[src/rtl/rr_mux_sequencer.sv]
// -----------------------------------------------------------------------------
// rr_mux_sequencer
//
// Round-robin sequencer for an external 4:1 data mux. Four requesting channels
// share one output register. Each cycle the arbiter picks the next requesting
// channel after the most recently granted one, steers the external mux to it
// through sel, acknowledges it and captures the muxed word into the output
// register. The output register is a one-entry buffer with a valid/ready
// handshake. It can drain and reload on the same edge, so a steady stream moves
// one word per cycle.
//
// Parameters
//   width      data path width in bits
//
// Ports
//   clk        single clock, rising-edge active
//   rst_n      asynchronous active-low reset
//   req[3:0]   per-channel request, held until acknowledged
//   ack[3:0]   per-channel accept (combinational, at most one bit high)
//   sel[1:0]   select for the external 4:1 mux (combinational)
//   din        external mux output, valid for sel in the same cycle
//   out_valid  output register holds a word
//   out_ready  downstream accepts the held word
//   out_data   captured word (registered)
//   out_chan   channel that out_data came from (registered)
// -----------------------------------------------------------------------------
module rr_mux_sequencer #(
  parameter int width = 8
) (
  input  logic             clk,
  input  logic             rst_n,
  input  logic [3:0]       req,
  output logic [3:0]       ack,
  output logic [1:0]       sel,
  input  logic [width-1:0] din,
  output logic             out_valid,
  input  logic             out_ready,
  output logic [width-1:0] out_data,
  output logic [1:0]       out_chan
);

  typedef enum logic {
    EMPTY = 1'b0,
    FULL  = 1'b1
  } state_t;

  // Registered state
  state_t           state_q;
  state_t           state_d;
  logic [1:0]       last_q;
  logic [1:0]       last_d;
  logic [width-1:0] data_q;
  logic [width-1:0] data_d;
  logic [1:0]       chan_q;
  logic [1:0]       chan_d;

  // Arbitration signals
  logic             any_req_s;
  logic [1:0]       start_s;
  logic [7:0]       req_dbl_s;
  logic [3:0]       req_rot_s;
  logic [1:0]       offset_s;
  logic [1:0]       grant_s;
  logic             load_s;
  logic [3:0]       ack_s;

  assign any_req_s = |req;

  // The search starts one past the last granted channel. Doubling the request
  // vector lets a plain part-select perform the wrapping rotation.
  assign start_s   = last_q + 2'd1;
  assign req_dbl_s = {req, req};
  assign req_rot_s = req_dbl_s[{1'b0, start_s} +: 4];

  // Priority encoder over the rotated request vector (lowest bit wins)
  always_comb begin
    offset_s = 2'd0;
    casez (req_rot_s)
      4'b???1: offset_s = 2'd0;
      4'b??10: offset_s = 2'd1;
      4'b?100: offset_s = 2'd2;
      4'b1000: offset_s = 2'd3;
      default: offset_s = 2'd0;
    endcase
  end

  // Undo the rotation; the 2-bit add wraps 3 -> 0 naturally
  assign grant_s = start_s + offset_s;

  // A load happens when someone is requesting and the output register is free
  // or being drained on this same edge. Gating with rst_n keeps ack silent
  // while reset is asserted.
  assign load_s = any_req_s && ((state_q == EMPTY) || out_ready) && rst_n;

  // One-hot accept at the grant index, only on a load
  always_comb begin
    ack_s = 4'b0000;
    if (load_s) begin
      ack_s = 4'b0001 << grant_s;
    end else begin
      ack_s = 4'b0000;
    end
  end

  // Mux select: follow the grant while requests exist, otherwise park on last
  always_comb begin
    sel = last_q;
    if (any_req_s) begin
      sel = grant_s;
    end else begin
      sel = last_q;
    end
  end

  // Next-state logic for the EMPTY/FULL buffer
  always_comb begin
    state_d = state_q;
    case (state_q)
      EMPTY: begin
        if (load_s) begin
          state_d = FULL;
        end else begin
          state_d = EMPTY;
        end
      end
      FULL: begin
        // Drain-and-reload keeps FULL; drain without a new request empties
        if (load_s) begin
          state_d = FULL;
        end else if (out_ready) begin
          state_d = EMPTY;
        end else begin
          state_d = FULL;
        end
      end
      default: state_d = EMPTY;
    endcase
  end

  // Capture path: word, source channel and round-robin pointer update on load
  always_comb begin
    last_d = last_q;
    data_d = data_q;
    chan_d = chan_q;
    if (load_s) begin
      last_d = grant_s;
      data_d = din;
      chan_d = grant_s;
    end else begin
      last_d = last_q;
      data_d = data_q;
      chan_d = chan_q;
    end
  end

  // State and datapath registers; last resets to 3 so channel 0 goes first
  always_ff @(posedge clk or negedge rst_n) begin
    if (!rst_n) begin
      state_q <= EMPTY;
      last_q  <= 2'd3;
      data_q  <= {width{1'b0}};
      chan_q  <= 2'd0;
    end else begin
      state_q <= state_d;
      last_q  <= last_d;
      data_q  <= data_d;
      chan_q  <= chan_d;
    end
  end

  assign ack       = ack_s;
  assign out_valid = (state_q == FULL);
  assign out_data  = data_q;
  assign out_chan  = chan_q;

endmodule

[config.mk]
export PLATFORM = sky130hd
export DESIGN_NAME = rr_mux_sequencer
export DESIGN_NICKNAME = d
export VERILOG_FILES = /design/src/rtl/rr_mux_sequencer.sv
export SDC_FILE = /design/constraint.sdc
export NUM_CORES = 1
export LEC_CHECK = 0
export ABC_AREA = 1
export BUFFER_PORTS_ARGS = -buffer_cell sky130_fd_sc_hd__buf_2
export CAP_MARGIN = 10
export CORE_MARGIN = 2
export CORE_UTILIZATION = 35
export CTS_CLUSTER_SIZE = 12
export DETAILED_ROUTE_END_ITERATION = 12
export PLACE_DENSITY_LB_ADDON = 0.05
export SYNTH_ARGS = -nofsm -noshare
export SYNTH_HDL_FRONTEND = slang
export SYNTH_SLANG_ARGS = --single-unit
[constraint.sdc]
create_clock -name clk -period 2.9 [get_ports clk]
set_input_delay 0.29 -clock clk [delete_from_list [all_inputs] [get_ports clk]]
set_output_delay 0.29 -clock clk [all_outputs]
set_load 0.1 [all_outputs]
# After elaboration in Yosys (flattened, before gate mapping)
# Index checks and enable logic that the tools add are counted.
# totals
elab_cells	23
out_inout_bits	17
register_bits	13
# classes
reduce_logical	4
eq_ne	3
bitwise_logic	1
mux	7
shifts	2
n_addsub	2
# ops
operator	n
8-bit by 3-bit variable part select with 4-bit output	1
2-bit one-hot mux with 3 select lines	1
4-bit equality test, second input constant	1
4-bit two-way mux	1
4-bit OR reduction	1
1-bit by 2-bit << shifter with 4-bit output, first input constant	1
3-bit equality test, second input constant	1
1-bit two-way mux	3
2-bit by 1-bit adder with 2-bit output, second input constant	1
2-bit adder	1
2-bit equality test, second input constant	1
1-bit logical AND	2
2-bit two-way mux	1
1-bit one-hot mux with 2 select lines	1
1-bit logical OR	1
1-bit inverter	1

# Logic depth before layout (Yosys ltp)
# Gate-level depths: netlist of the first run.
# depth
ltp_word	7
mapped_depth	15

# Worst setup path after synthesis of the first run
# Ideal clock, no wire load.
# synth_timing
kind	reg-to-output
start	reg last_q[0]
end	out ack[0]
setup_slack_ns	-0.379
required_time_ns	2.610
arrival_ns	2.989
stages_incl_launch_ff	12
n_path_buf	1
cell_sequence	dfstp_2 inv_2 buf_6 nand2_1 nand2_1 nand2_1 nand2_1 a31oi_1 nor2_1 ha_1 or2_2 nor2_1
# synth_between
elab_chain_cells	7
elab_cells_between_ends	9
classes_between	2 x add/sub; 3 x eq/ne; 2 x shift; 2 x mux
# synth_lines
item	line_no	rtl
start: declaration	50	logic [1:0] last_q;
start signal: assignment	165	last_q <= last_d;
2-bit by 1-bit adder with 2-bit output (*)	71	assign start_s = last_q + 2'd1;
8-bit by 3-bit variable part select with 4-bit output	73	assign req_rot_s = req_dbl_s[{1'b0, start_s} +: 4];
4-bit equality test, or another cell as far along	78	casez (req_rot_s)
2-bit one-hot mux with 3 select lines	78	
2-bit adder (*)	88	assign grant_s = start_s + offset_s;
via grant_s[0]	63	logic [1:0] grant_s;
1-bit by 2-bit << shifter with 4-bit output (*)	99	ack_s = 4'b0001 << grant_s;
4-bit two-way mux (*)	98	if (load_s) begin
end: declaration	33	output logic [3:0] ack,
# The timed path passes the listed nets; every way through them passes the cells marked *.

# Worst setup path after layout of the first run
# Ends and elaborated chain as after synthesis.

==> results of run 1 <==
## layout make-up
class,instances,area [um^2],area share
multi-input cells,98,475,0.409
well taps,28,35.0,0.0302
flip-flops and latches,13,328,0.282
repair buffers,34,259,0.223
inverters,10,37.5,0.0323
clock buffers,4,26.3,0.0226
## synthesized netlist by cell type
cell      number
a31oi_1        1
buf_2          2
buf_6          2
dfrtp_1       11
dfstp_2        2
ha_1           1
inv_1          7
inv_2          3
nand2_1       74
nand2_2        6
nand2_4        1
nand3_2        1
nand4_1        1
nor2_1         3
nor2_2         2
nor2_4         1
o211ai_2       1
o21ai_0        2
o21ai_1        1
or2_2          2
xor2_1         1
## worst max-delay path by stage
stage              start     end  slack (ns)  cells after the start
2_1_floorplan  last_q[0]  ack[2]        0.07                     14
6_report       last_q[0]  ack[0]        0.17                     11
4_1_cts        last_q[0]  ack[2]        0.09                     14
3_3_place_gp   last_q[0]  ack[0]        0.34                     11
5_1_grt        last_q[0]  ack[3]        0.01                     14
3_5_place_dp   last_q[0]  ack[2]        0.24                     14
## per-stage QoR
stage / setup slack [ns] / instance area [um^2] / utilization / instances
floorplan: 0.0710 / 848 / - / 125
global placement: 0.338 / 1090 / 0.483 / 181
detailed placement: 0.243 / 1090 / 0.483 / 181
CTS: 0.0897 / 1130 / 0.502 / 187
global route: 0.0103 / 1160 / 0.515 / 187
finish: 0.174 / 1160 / 0.515 / 187
## per-layer routing
metal  vias to the layer above  global-route usage
met5                         -                   0
met3                         4              0.0198
li1                        441                   -
met4                         0              0.0769
met1                       395               0.204
met2                        20               0.263
## flip-flops by register name (all words and copies together) (netlist names)
| name | cells |
|---|---|
| last_q | 2 |
| out_valid | 1 |
| out_chan | 2 |
| out_data | 8 |
## cells by family (layout without fill, tap and decap cells)
kind of cell	count (synthesis)	count (layout)
compound gates	5	5
xor+xnor	1	1
fa+ha+maj	1	1
buf+inv	14	48
flops	13	13
simple gates	91	91
## tightest hold or removal path, stage by stage
cell and delay, ns:
buf_2 0.07, nand2_1 0.04, nand2_1 0.04
## repair_timing
item                                   CTS  global route
pin swaps                                0             1
hold buffers                             1             0
endpoints found under the hold margin   11             0
buffers inserted                         1             0
gates resized for setup                  0             7
setup endpoints to repair                5             5
==> metrics, run 1 <==
status completed; hold_ws 0.204 ns; ANT nets after route 0; FILL cells 242; Core Box Area 2250 um^2; clk slew on worst S/H paths 0.08 ns; Max Used Layer met4; final setup fails 0; HPWL Detailed 1.45 mm; top post-synthesis cells by area nand2_1, dfrtp_1, dfstp_2; Slew headroom 0.609; Synth Area in Adders 0.0148; overall routing resource usage 0.159; max-cap violation count 0; Worst Hold End out_data[4]; Max stage delay on crit path 0.56 ns; Die Ht 53.1 um; first-pass GRT wire length 3.26 mm; Worst Tran Pin Value 0.584 ns; Final period util 0.940; initial core utilization 0.374; CP Class reg2out; Hold Vio Cnt, Final 0; Critical Path Most Common Cell nand2_1; global placer's final weighted congestion 0.740; part of the Yosys area used for sequential elements 0.389; Worst path top cell family by delay simple AND/OR/NAND/NOR gates; post-synth top area share 0.329; crit end category primary output; CP max stage cell dfstp_2; FF-to-FF End out_chan[1]; final WL 1.93 mm; commonest non-fill, non-tap cells in the layout nand2_1, buf_2, dfrtp_1, nand2_2, inv_1; simple-gate share of the synthesized area 0.463; YS warnings 0; Crit Path Max Fanout 10; Synth Area in Compound Gates 0.0401; post-synthesis xor/xnor area fraction 0.0104; TritonCTS Buffers 3; post-synthesis mux area share 0; GRT overflow 0; combinational family with the most area after synthesis simple AND/OR/NAND/NOR gates; Die ar. 2820 um^2; Pre-antenna DRT Iters 4; RSZ-0062 raised after global routing no; syn avg cell area 6.75 um^2; Critical Path Source Type flip-flop; IO Port Bufs 31; root buf cell clkbuf_4; clock skew 0.00140 ns; hold_sp din[4]; largest area contributor in the netlist nand2_1; crit-path cells buf_6 > nand2_2 > nand2_4 > nand2_1 > nand2_1 > a31oi_1 > nor2_1 > ha_2 > or2_2 > nor2_2 > buf_12; Remaining DRCs 0; distinct cell type count after synthesis 21; #FFs+latches synth 13; Arr. time, crit path 2.44 ns; setup tns final 0 ns; flop2flop setup slack 0.90 ns; r2r worst-path depth 14; antenna violations before repair 0; worst hold path class in2reg; wire per inst 10.3 um; commonest non-fill, non-tap cell in the layout nand2_1; Synthesized Nets 141; largest net degree at the start of global routing 15; chip width 53.1 um; Area Overhead vs Synth 37.7%; H-tree depth 1; layout cell share with drive strength beyond 1 0.384; Max Transition Viols Final 0; clock sink total 13; met2 wire length 896 um; TritonCTS clock tree yes; # rows 17; Max clock buf depth 2; highest clock rate 367 MHz; Met1 Routed Length 926 um; Worst EP required 2.61 ns; initial DRC count 13; I/O pins 32; cells after synthesis 125; fin crit period 2.73 ns; diodes inserted 0; routed wl met3 77 um; synthesized cell area 843 um^2; CP bufs+invs 2; hold path depth 3; Worst-Skew Late Latency 0.27 ns; vias in the first global route 788; detailed-route via count 860; vias per cell 4.60; NumNets Final 176; r2r startpoint last_q[0]
Power of run 1 is left out: the tool's default activity adds up to more than one toggle a clock period on the data nets, which glitch-free logic cannot reach.
==> inputs of run 2 (changes only) <==
--- a/config.mk
+++ b/config.mk
@@ -7,7 +7,7 @@
 export LEC_CHECK = 0
 export ABC_AREA = 1
 export BUFFER_PORTS_ARGS = -buffer_cell sky130_fd_sc_hd__buf_2
-export CAP_MARGIN = 10
+export CAP_MARGIN = 20
 export CORE_MARGIN = 2
 export CORE_UTILIZATION = 35
 export CTS_CLUSTER_SIZE = 12
==> constraint.sdc (replaced) <==
create_clock -name clk -period 2.6 [get_ports clk]
set_input_delay 0.26 -clock clk [delete_from_list [all_inputs] [get_ports clk]]
set_output_delay 0.26 -clock clk [all_outputs]
set_load 0.1 [all_outputs]
==> run 2 against run 1 <==
Effect of this change: the run now ends with negative setup slack left; critical path depth grew 3; die area is the same; wire length grew 13%; global-route usage grew 1.7 points; worst setup slack lost 0.25 ns; flip-flop and latch count is the same.
==> metrics, run 2 (synthesis results as in run 1) <==
status complete, but fails checks (was completed); violated checks negative setup slack; Remaining DRCs 0 (unchanged); final worst setup slack -0.0787 ns (was 0.174 ns); Cells after DPL 183 (was 181); root buf cell clkbuf_4 (unchanged); worst hold path class in2reg (unchanged); Die Ht 53.1 um (unchanged); commonest non-fill, non-tap cell in the layout nand2_1 (unchanged); Die ar. 2820 um^2 (unchanged); Crit Path Max Fanout 5 (was 10); Max clock buf depth 2 (unchanged); Critical Path Source Type flip-flop (unchanged); Max Transition Viols Final 0 (unchanged); Worst-Skew Late Latency 0.26 ns (was 0.27 ns); clock sink total 13 (unchanged); clk slew on worst S/H paths 0.07 ns (was 0.08 ns); Arr. time, crit path 2.42 ns (was 2.44 ns); clock skew 0.00234 ns (was 0.00140 ns); final WL 2.18 mm (was 1.93 mm); I/O pins 32 (unchanged); Place WS 0.177 ns (was 0.243 ns); diodes inserted 0 (unchanged); Slew headroom 0.615 (was 0.609); first-pass GRT wire length 3.66 mm (was 3.26 mm); final setup fails 5 (was 0); initial core utilization 0.374 (unchanged); wire per inst 10.9 um (was 10.3 um); # rows 17 (unchanged); hold path depth 3 (unchanged); number of cells in the finished layout apart from fillers 200 (was 187); fin crit period 2.68 ns; crit end category primary output (unchanged); FILL cells 221 (was 242); commonest non-fill, non-tap cells in the layout nand2_1, buf_2, buf_4, dfrtp_1, nand2_2 (was nand2_1, buf_2, dfrtp_1, nand2_2, inv_1); Worst Tran Pin Value 0.576 ns (was 0.584 ns); Final period util 1.03; overall routing resource usage 0.176 (was 0.159); detailed-route via count 903 (was 860); Pre-antenna DRT Iters 4 (unchanged); Largest register FFs 8 (unchanged); Hold Vio Cnt, Final 0 (unchanged); antenna violations before repair 0 (unchanged); highest clock rate 373 MHz; RSZ-0062 raised after global routing yes (was no); TritonCTS clock tree yes (unchanged); GRT overflow 0 (unchanged); TritonCTS Buffers 3 (unchanged); H-tree depth 1 (unchanged); IO Port Bufs 31 (unchanged); Worst EP required 2.34 ns (was 2.61 ns); ANT nets after route 0 (unchanged); initial DRC count 7 (was 13); r2r worst-path depth 15 (was 14); NumNets Final 189 (was 176); max-cap violation count 0 (unchanged); vias in the first global route 880 (was 788); flop2flop setup slack 0.44 ns (was 0.90 ns); global placer's final weighted congestion 0.720 (was 0.740); chip width 53.1 um (unchanged); CP Class reg2out (unchanged); vias per cell 4.52 (was 4.60); HPWL Detailed 1.50 mm (was 1.45 mm); layout cell share with drive strength beyond 1 0.471 (was 0.384); largest net degree at the start of global routing 15 (unchanged); Core Box Area 2250 um^2 (unchanged); Area Overhead vs Synth 57.0% (was 37.7%)
[run 2: per-stage QoR]
stage,hold WS [ns],setup TNS [ns],instance area (um^2),utilization
global placement,0.234,0,1120,0.497
CTS,0.174,-0.0988,1290,0.570
detailed placement,0.237,0,1120,0.497
floorplan,-0.0356,-0.799,851,-
finish,0.182,-0.294,1320,0.587
global route,0.193,-0.930,1320,0.587
[run 2: critical path: stages, from the launching register on]
cell,delay (ns)
dfstp_2,0.58
buf_6,0.14
nand2_2,0.06
nand2_2,0.10
nand2_1,0.09
a31oi_2,0.19
nor2_2,0.05
ha_2,0.18
xor2_2,0.16
inv_1,0.07
nand2_2,0.06
nand2_4,0.11
inv_4,0.06
nor2_4,0.11
buf_12,0.18
[run 2: area by class of cell]
| cell class | count | area, um^2 | share of cell area |
|---|---|---|---|
| timing repair buffer | 47 | 377 | 0.284 |
| multi-input combinational | 98 | 515 | 0.389 |
| sequential | 13 | 328 | 0.248 |
| inverter | 10 | 42.5 | 0.0321 |
| tap | 28 | 35.0 | 0.0265 |
| clock buffer | 4 | 26.3 | 0.0198 |
[run 2: timing repair]
action                                  in CTS  in global routing
pin swaps                                    5                  2
gates cloned                                 1                  0
resized for setup                           13                  8
hold buffers                                 1                  0
buffers inserted                            10                  1
endpoints found under the hold margin       11                  0
endpoints found under the setup margin       5                  6
[run 2: per-layer routing]
| layer | routed length, um | GRT usage | vias up |
|---|---|---|---|
| met5 | 0 | 0 | - |
| met4 | 19 | 0.0641 | 0 |
| met3 | 76 | 0.00847 | 2 |
| met2 | 1140 | 0.329 | 19 |
| met1 | 944 | 0.210 | 413 |
| li1 | - | - | 469 |
[run 2: final timing paths]
kind | to | from
setup / recovery | ack[2] | last_q[0]
hold / removal | out_data[0] | din[0]
setup reg to reg | out_chan[1] | last_q[0]
hold reg to reg | out_data[1] | out_data[1]
max in group asynchronous | last_q[0] | rst_n
min in group asynchronous | out_valid | rst_n
Power of run 2 is left out for the same reason.
==> inputs of run 3 (changes only) <==
==> constraint.sdc (replaced) <==
create_clock -name clk -period 3 [get_ports clk]
set_input_delay 0.3 -clock clk [delete_from_list [all_inputs] [get_ports clk]]
set_output_delay 0.3 -clock clk [all_outputs]
set_load 0.1 [all_outputs]
==> run 3 against run 2 <==
Effect of this change: the run now ends clean; worst setup slack improved by 0.25 ns; sequential share of layout area is 3.8 points higher; critical path depth decreased by 3; highest routed layer unchanged; final cell count is 6.5% lower; non-clock buffer count fell by 13; die area did not move; first-iteration DRC count grew 110%; worst hold slack improved by 0.036 ns.
==> metrics, run 3 (synthesis results as in run 1) <==
status completed (was complete, but fails checks); Final period util 0.943; crit path to ack[2] (unchanged); global placer's final weighted congestion 0.719 (was 0.720); first-pass GRT wire length 3.14 mm (was 3.66 mm); highest clock rate 353 MHz; Most Crowded Layer GR met2 (unchanged); largest net degree at the start of global routing 15 (unchanged); HPWL Detailed 1.43 mm (was 1.50 mm); Die Ht 53.1 um (unchanged); commonest non-fill, non-tap cells in the layout nand2_1, buf_2, dfrtp_1, inv_1, nand2_2 (was nand2_1, buf_2, buf_4, dfrtp_1, nand2_2); fin crit period 2.83 ns; CP Class reg2out (unchanged); hold path depth 3 (unchanged); Die ar. 2820 um^2 (unchanged); chip width 53.1 um (unchanged); FF-to-FF End out_chan[1] (unchanged); final WL 1.85 mm (was 2.18 mm); layout cell share with drive strength beyond 1 0.365 (was 0.471); IO Port Bufs 31 (unchanged); GR Layer Usage met1 0.195 (was 0.210); flop2flop setup slack 0.90 ns (was 0.44 ns); Remaining DRCs 0 (unchanged); # rows 17 (unchanged); number of cells in the finished layout apart from fillers 187 (was 200); TritonCTS Buffers 3 (unchanged); CP max stage cell dfstp_2 (unchanged); Arr. time, crit path 2.53 ns (was 2.42 ns); Worst EP required 2.70 ns (was 2.34 ns); H-tree depth 1 (unchanged); vias in the first global route 759 (was 880); M2 GR Usage 0.248 (was 0.329); diodes inserted 0 (unchanged); clock sink total 13 (unchanged); Critical Path Most Common Cell nand2_1 (was nand2_2); crit end category primary output (unchanged); Critical path origin last_q[0] (unchanged); RSZ-0062 raised after global routing yes (unchanged); commonest non-fill, non-tap cell in the layout nand2_1 (unchanged); TritonCTS clock tree yes (unchanged); final setup fails 0 (was 5); root buf cell clkbuf_4 (unchanged); clk slew on worst S/H paths 0.08 ns (was 0.07 ns); Worst-Skew Late Latency 0.27 ns (was 0.26 ns); wire per inst 9.89 um (was 10.9 um); NumNets Final 176 (was 189); Worst Tran Pin Value 0.560 ns (was 0.576 ns); worst hold path class in2reg (unchanged); Critical Path Source Type flip-flop (unchanged); vias per cell 4.38 (was 4.52); Cells after DPL 180 (was 183); Pre-antenna DRT Iters 4 (unchanged); Crit Path Max Fanout 13 (was 5); initial core utilization 0.374 (unchanged); crit-path cells inv_4 > nand2_1 > nand2_2 > nand2_1 > nand2_1 > a31oi_1 > nor2_1 > ha_1 > or2_2 > nor2_2 > buf_12 (was buf_6 > nand2_2 > nand2_2 > nand2_1 > a31oi_2 > nor2_2 > ha_2 > xor2_2 > inv_1 > nand2_2 > nand2_4 > inv_4 > nor2_4 > buf_12); GRT overflow 0 (unchanged); Slew headroom 0.626 (was 0.615); detailed-route via count 819 (was 903); Max stage delay on crit path 0.62 ns (was 0.58 ns); ANT nets after route 0 (unchanged); overall routing resource usage 0.152 (was 0.176); clock skew 0.00638 ns (was 0.00234 ns); max-cap violation count 0 (unchanged); antenna violations before repair 0 (unchanged); Max clock buf depth 2 (unchanged); global routing usage on met3 0.0282 (was 0.00847); Hold Vio Cnt, Final 0 (unchanged); r2r startpoint last_q[0] (unchanged); Core Box Area 2250 um^2 (unchanged); r2r worst-path depth 14 (was 15); I/O pins 32 (unchanged); Largest register FFs 8 (unchanged); initial DRC count 15 (was 7); Area Overhead vs Synth 36.1% (was 57.0%); Max Transition Viols Final 0 (unchanged)
-- run 3: stage by stage --
stage | hold slack, ns | utilization | area [um^2] | setup slack [ns] | setup TNS, ns
floorplan | 0.00441 | - | 848 | 0.161 | 0
global placement | 0.209 | 0.479 | 1080 | 0.417 | 0
detailed placement | 0.212 | 0.479 | 1080 | 0.380 | 0
CTS | 0.216 | 0.496 | 1120 | 0.0715 | 0
global route | 0.219 | 0.509 | 1150 | -0.0413 | -0.0908
finish | 0.218 | 0.509 | 1150 | 0.170 | 0
-- run 3: worst min path at each step --
stage                start          end
floorplan            rst_n  out_chan[0]
global placement     rst_n  out_data[7]
detailed placement   rst_n  out_chan[1]
CTS                 din[7]  out_data[7]
global route        din[7]  out_data[7]
finish              din[7]  out_data[7]
-- run 3: final cells by class --
type | count | area [um^2]
clock buffers | 4 | 26.3
flip-flops and latches | 13 | 328
well taps | 28 | 35.0
inverters | 10 | 40.0
repair buffers | 34 | 255
multi-input cells | 98 | 463
fillers | 254 | 1110
-- run 3: metal layers --
layer | routed length (um) | share of wire
met4 | 13 | 0.0070
met3 | 75 | 0.041
met2 | 903 | 0.49
met1 | 858 | 0.46
met5 | 0 | 0
-- run 3: critical path: cells and delay by family (launching register included) --
family,cells,cell delay (ns)
compound gates,1,0.16
fa+ha+maj,1,0.30
buf+inv,2,0.28
flops,1,0.62
simple gates,7,0.92
-- run 3: repair_timing --
action                                  in CTS  in global routing
endpoints found under the setup margin       0                  6
hold endpoints to repair                    11                  0
resized for setup                            0                  3
buffers inserted                             0                  2
hold buffers                                 1                  0
Power of run 3 is left out for the same reason.
